### config.mk
export PLATFORM = sky130hd
export DESIGN_NAME = pulse_emitter
export DESIGN_NICKNAME = d
export VERILOG_FILES = /design/src/rtl/pulse_emitter.sv
export SDC_FILE = /design/constraint.sdc
export NUM_CORES = 1
export LEC_CHECK = 0
export CORE_ASPECT_RATIO = 0.9
export CORE_MARGIN = 2
export CORE_UTILIZATION = 45
export DETAILED_ROUTE_END_ITERATION = 6
export PLACE_DENSITY = 0.61
export SETUP_SLACK_MARGIN = 0.1
export SLEW_MARGIN = 25
export SYNTH_ARGS = -nofsm -noshare
export SYNTH_HDL_FRONTEND = slang
export SYNTH_SLANG_ARGS = --single-unit
### constraint.sdc
create_clock -name clk -period 2.7 [get_ports clk]
set_input_delay 0.27 -clock clk [delete_from_list [all_inputs] [get_ports clk]]
set_output_delay 0.27 -clock clk [all_outputs]
set_load 0.01 [all_outputs]
### src/rtl/pulse_emitter.sv
// pulse_emitter: turns single-cycle trigger strobes into fixed-width pulses.
// Requests that arrive while a pulse is in flight are queued in a saturating
// pending counter and emitted back-to-back with a minimum low gap.
// Optional build macro: PULSE_EMITTER_DELAY_EN adds a leading DELAY phase
// of DELAY_CYCLES before every pulse.
module pulse_emitter #(
  parameter int HIGH_CYCLES  = 100_000_000,
  parameter int LOW_CYCLES   = 50_000_000,
  parameter int MAX_PENDING  = 15,
  parameter int DELAY_CYCLES = 100_000_000
) (
  input  logic                               clk,
  input  logic                               rst,
  input  logic                               trigger,
  input  logic                               abort,
  output logic                               pulse_out,
  output logic                               busy,
  output logic [$clog2(MAX_PENDING+1)-1:0]   pending,
  output logic                               overflow
);

  function automatic int max3(input int a, input int b, input int c);
    int m;
    m = (a > b) ? a : b;
    m = (m > c) ? m : c;
    return m;
  endfunction

  localparam int PW   = $clog2(MAX_PENDING + 1);
  localparam int CMAX = max3(HIGH_CYCLES, LOW_CYCLES, DELAY_CYCLES);
  localparam int CW   = $clog2(CMAX + 1);

  // Counter reload values: the counter runs from N-1 down to 0, giving N cycles.
  localparam logic [CW-1:0] HIGH_LD  = CW'(HIGH_CYCLES - 1);
  localparam logic [CW-1:0] LOW_LD   = CW'(LOW_CYCLES - 1);
  localparam logic [PW-1:0] MAX_P    = PW'(MAX_PENDING);
`ifdef PULSE_EMITTER_DELAY_EN
  localparam logic [CW-1:0] DELAY_LD = CW'(DELAY_CYCLES - 1);
`endif

  typedef enum logic [1:0] {
    IDLE  = 2'd0,
    HIGH  = 2'd1,
    LOW   = 2'd2
`ifdef PULSE_EMITTER_DELAY_EN
    ,
    DELAY = 2'd3
`endif
  } state_t;

  state_t          state_r;
  state_t          next_state_s;
  logic [CW-1:0]   cnt_r;
  logic [CW-1:0]   cnt_next_s;
  logic [PW-1:0]   pending_r;
  logic [PW-1:0]   pending_next_s;
  logic            launch_s;
  logic            inc_s;
  logic            drop_s;
  logic            pulse_r;
  logic            busy_r;
  logic            overflow_r;
  logic            has_pending_s;

  assign has_pending_s = (pending_r != {PW{1'b0}});

  // Next-state and counter reload logic; a launch consumes one queued request.
  always_comb begin
    next_state_s = state_r;
    cnt_next_s   = cnt_r;
    launch_s     = 1'b0;
    case (state_r)
      IDLE: begin
        if (has_pending_s) begin
          launch_s = 1'b1;
`ifdef PULSE_EMITTER_DELAY_EN
          next_state_s = DELAY;
          cnt_next_s   = DELAY_LD;
`else
          next_state_s = HIGH;
          cnt_next_s   = HIGH_LD;
`endif
        end else begin
          next_state_s = IDLE;
        end
      end
`ifdef PULSE_EMITTER_DELAY_EN
      DELAY: begin
        if (cnt_r == {CW{1'b0}}) begin
          next_state_s = HIGH;
          cnt_next_s   = HIGH_LD;
        end else begin
          cnt_next_s = cnt_r - CW'(1);
        end
      end
`endif
      HIGH: begin
        if (cnt_r == {CW{1'b0}}) begin
          next_state_s = LOW;
          cnt_next_s   = LOW_LD;
        end else begin
          cnt_next_s = cnt_r - CW'(1);
        end
      end
      LOW: begin
        if (cnt_r == {CW{1'b0}}) begin
          if (has_pending_s) begin
            launch_s = 1'b1;
`ifdef PULSE_EMITTER_DELAY_EN
            next_state_s = DELAY;
            cnt_next_s   = DELAY_LD;
`else
            next_state_s = HIGH;
            cnt_next_s   = HIGH_LD;
`endif
          end else begin
            next_state_s = IDLE;
            cnt_next_s   = {CW{1'b0}};
          end
        end else begin
          cnt_next_s = cnt_r - CW'(1);
        end
      end
      default: begin
        next_state_s = IDLE;
        cnt_next_s   = {CW{1'b0}};
      end
    endcase
  end

  // Saturating pending counter: a launch frees a slot in the same cycle, so a
  // trigger coinciding with a launch is always accepted.
  always_comb begin
    inc_s  = trigger && ((pending_r < MAX_P) || launch_s);
    drop_s = trigger && !inc_s;
    case ({inc_s, launch_s})
      2'b10:   pending_next_s = pending_r + PW'(1);
      2'b01:   pending_next_s = pending_r - PW'(1);
      default: pending_next_s = pending_r;
    endcase
  end

  // State, counter and output flops; rst beats abort, abort keeps overflow.
  always_ff @(posedge clk) begin
    if (rst) begin
      state_r    <= IDLE;
      cnt_r      <= {CW{1'b0}};
      pending_r  <= {PW{1'b0}};
      pulse_r    <= 1'b0;
      busy_r     <= 1'b0;
      overflow_r <= 1'b0;
    end else if (abort) begin
      state_r    <= IDLE;
      cnt_r      <= {CW{1'b0}};
      pending_r  <= {PW{1'b0}};
      pulse_r    <= 1'b0;
      busy_r     <= 1'b0;
    end else begin
      state_r    <= next_state_s;
      cnt_r      <= cnt_next_s;
      pending_r  <= pending_next_s;
      pulse_r    <= (next_state_s == HIGH);
      busy_r     <= (next_state_s != IDLE);
      if (drop_s) begin
        overflow_r <= 1'b1;
      end
    end
  end

  assign pulse_out = pulse_r;
  assign busy      = busy_r;
  assign pending   = pending_r;
  assign overflow  = overflow_r;

endmodule

==> results.py <==
metrics = {
    "power_and_ir_drop": {
        "switchingPower_uw": 690,
        "ir_worst_vdd_mv": 0.400,
        "power.share.clock_pct": 22.1,
        "p_leak_uw": 0.00102,
        "switching_share_pct": 38.0,
        "p_comb_share_pct": 44.8,
        "power.density_nw_per_um2": 680,
        "p_int_uw": 1130,
        "power_frac_seq_pct": 33.1,
    },
    "synth": {
        "syn_inst": 278,
        "ys_seq_area_share_pct": 33.1,
        "synth_nets": 285,
        "yosysWarnings": 0,
        "synth_cell_type_count": 55,
        "synth_edf_count": 0,
        "synthFlopType": "dfxtp_1",
        "synthesis.area_sq_um": 2180,
        "avgSynthCellArea_sq_um": 7.83,
        "async_flop_share_pct": 0,
        "ys_ff_latch": 36,
    },
    "timing": {
        "whs_ns": 0.481,
        "post-route-period-util_pct": 92.2,
        "finalHoldViolations": 0,
        "finClkSkew_ns": 0.00742,
        "rsz0062_at_grt": "true",
        "tightest_slew_ns": 0.553,
        "layout_setup_ws_ns": 0.211,
        "final.min_clock_period_ns": 2.49,
        "drv_slew": 0,
        "slew_headroom_pct": 63.0,
        "setup_viol": 0,
        "fin_tns_setup_ns": 0,
        "max_freq_mhz": 402,
    },
    "cells_and_area": {
        "drive_above_1_share_pct": 19.6,
        "syn2layout_area_growth_pct": 22.8,
        "nets": 318,
        "diodes": 0,
    },
    "worst_setup_path": {
        "r2r_cells": 10,
        "r2r_start": "cnt_r[16]",
        "cp.required_ns": 2.88,
        "cp_max_fo": 5,
        "cp-start-kind": "register",
        "worstReg2RegEnd": "pending[2]",
        "cp-end-kind": "register",
        "criticalPathCategory": "reg -> reg",
        "arrival_ns": 2.67,
        "ff2ff_setup_slack_ns": 0.21,
    },
    "worst_hold_path": {
        "min_path_cells": 2,
        "hp-start": "overflow",
        "min_path_type": "reg -> reg",
        "holdPathEnd": "overflow",
    },
    "floorplanning": {
        "std_cell_rows": 23,
        "start_util_pct": 47.9,
        "fp.dieH_um": 70.0,
        "die_area_sq_um": 5410,
        "die_w_um": 77.3,
        "coreArea_sq_um": 4550,
        "ios": 11,
    },
    "place": {
        "port_buffers": 10,
        "gp_congestion": 0.900,
        "dp_worst_setup_slack_ns": 0.0671,
        "dpl.hpwl_um": 4600,
    },
    "clocking": {
        "cts_hold_buffers": 0,
        "cts_sinks": 36,
        "post-cts-setup-buffer-count": 0,
        "cts_tree": "built",
        "clk_latency_ns": 0.29,
        "root_buffer": "clkbuf_8",
        "cts_buffers": 5,
        "cts_buffer_depth": 2,
        "htree_levels": 2,
        "path_clk_slew_ns": 0.07,
    },
    "grt": {
        "overflow": 0,
        "grt_antenna_before_repair": 0,
        "grt_use_total_pct": 24.1,
        "grt_pass1_wl_um": 10200,
        "grt_pass1_vias": 1989,
        "grt_max_degree": 18,
    },
    "detailed_routing": {
        "routedWlPerCell_um": 16.8,
        "drc": 0,
        "vias_per_cell": 5.94,
        "drt_iter0_drc": 164,
        "drt_wl_total_um": 6270,
        "vias": 2223,
        "first_pass_iters": 4,
        "antenna_left": 0,
    },
    "outcome": {
        "status": "finished, final reports clean",
    },
    "run": {
        "maxCapViolations": 0,
    },
}
==> worst max-delay path: stages, from the launching register on <==
cell     delay [ns]
dfxtp_2        0.34
or4_4          0.56
nor4b_4        0.30
a31oi_4        0.14
nor4_4         0.19
xnor2_1        0.12
ha_2           0.18
nor3_1         0.12
and3_1         0.21
o21ai_1        0.07
nor3b_2        0.16
==> stage by stage <==
stage	util, %	instances	total power (uW)	instance area [sq um]
4_1_cts	58.6	374	1810	2660
5_1_grt	58.8	374	1920	2670
3_5_place_dp	56.5	366	1410	2570
2_1_floorplan	-	278	1130	2220
6_report	58.8	374	1820	2670
3_3_place_gp	56.5	366	1410	2570
==> per-layer routing <==
metal	vias to the layer above	global-route usage, %	wire, um
met5	-	0	0
met4	0	6.94	105
met3	12	4.52	396
met2	68	35.2	2660
met1	1022	35.9	3100
li1	1121	-	-
==> Yosys cell counts, types with 2 or more instances <==
| master | count | area share [%] |
|---|---|---|
| nor3_1 | 15 | 3.4 |
| or2_2 | 6 | 1.7 |
| xnor2_1 | 2 | 0.80 |
| ha_1 | 3 | 1.7 |
| o21a_1 | 5 | 1.7 |
| inv_1 | 4 | 0.69 |
| a211oi_1 | 6 | 2.1 |
| o211ai_1 | 4 | 1.4 |
| a21o_1 | 2 | 0.69 |
| a211o_1 | 4 | 1.6 |
| a22oi_1 | 2 | 0.69 |
| clkbuf_1 | 10 | 1.7 |
| o21ai_0 | 25 | 5.7 |
| nor3b_1 | 2 | 0.69 |
| a311oi_1 | 4 | 1.6 |
| a31oi_1 | 6 | 1.7 |
| nand4_1 | 3 | 0.86 |
| buf_2 | 2 | 0.46 |
| nor2_1 | 29 | 5.0 |
| or3_1 | 5 | 1.4 |
| nand3_1 | 3 | 0.69 |
| nor4_1 | 5 | 1.4 |
| nand2b_1 | 2 | 0.57 |
| and3_1 | 4 | 1.1 |
| a21oi_1 | 28 | 6.4 |
| nand2_1 | 19 | 3.3 |
| or3_4 | 2 | 1.0 |
| o31a_1 | 2 | 0.80 |
| or4_1 | 6 | 2.1 |
| mux2i_1 | 3 | 1.4 |
| nor4_2 | 2 | 1.1 |
| dfxtp_1 | 36 | 33 |
| xor2_1 | 5 | 2.0 |
==> placed cells by master (no fill, tap or decap), types with 2 or more instances in the layout <==
cell / count
ha_1: 2
xor2_1: 5
clkdlybuf4s50_1: 10
mux2i_1: 3
nand3_1: 3
a31oi_1: 5
o21a_1: 5
nor4_2: 2
o31a_1: 2
o21ai_0: 24
a21o_1: 2
a311oi_1: 4
nor4_4: 2
nand2_1: 19
nor4_1: 4
xnor2_1: 2
a21oi_1: 27
clkbuf_8: 6
nand4_1: 3
nand2b_1: 2
nor3_1: 14
or4_1: 5
dfxtp_1: 34
o21ai_1: 2
nor2_1: 28
clkbuf_1: 2
inv_1: 4
and3_1: 4
a211o_1: 4
dfxtp_2: 2
or2_2: 6
or3_4: 2
buf_4: 30
o211ai_1: 4
or3_1: 5
a211oi_1: 6
or4_4: 2
==> power by group through the flow <==
stage               combinational [uW]  clock (uW)  sequential [uW]
floorplan                          524           0              609
global placement                   793           0              613
detailed placement                 792           0              613
CTS                                798         410              601
global route                       886         430              607
finish                             815         401              601
==> logic make-up after synthesis <==
| kind of cell | share of synthesized area [%] |
|---|---|
| compound gates | 28.6 |
| xor+xnor | 2.82 |
| fa+ha+maj | 1.72 |
| buf+inv | 3.45 |
| flops | 33.1 |
| mux | 1.38 |
| simple gates | 28.9 |
==> layout make-up <==
class / instances / area [sq um]
Fill cell: 453 / 1870
Multi-Input combinational cell: 223 / 1440
Sequential cell: 36 / 723
Timing Repair Buffer: 40 / 325
Clock buffer: 8 / 90.1
Tap cell: 62 / 77.6
Inverter: 5 / 18.8
==> repair_timing <==
item / in CTS / in global routing
pin swaps: 3 / 0
gates cloned: 0 / 0
resized for setup: 1 / 2
setup endpoints to repair: 1 / 4
endpoints found under the hold margin: 0 / 0
==> worst max path at each step <==
stage	from	end	slack, ns
after floorplan	cnt_r[16]	pending[2]	-0.04
after global placement	cnt_r[23]	pending[2]	0.10
after detailed placement	cnt_r[16]	pending[2]	0.07
after CTS	cnt_r[16]	pending[2]	0.20
after global routing	cnt_r[16]	pending[2]	0.06
final	cnt_r[16]	pending[2]	0.21
==> state kept, by name, indices dropped and copies added, names as in the netlist <==
register	count
overflow	1
cnt_r	27
busy	1
pulse_out	1
state_r	2
pending	4
(Power assumes the default switching activity.)
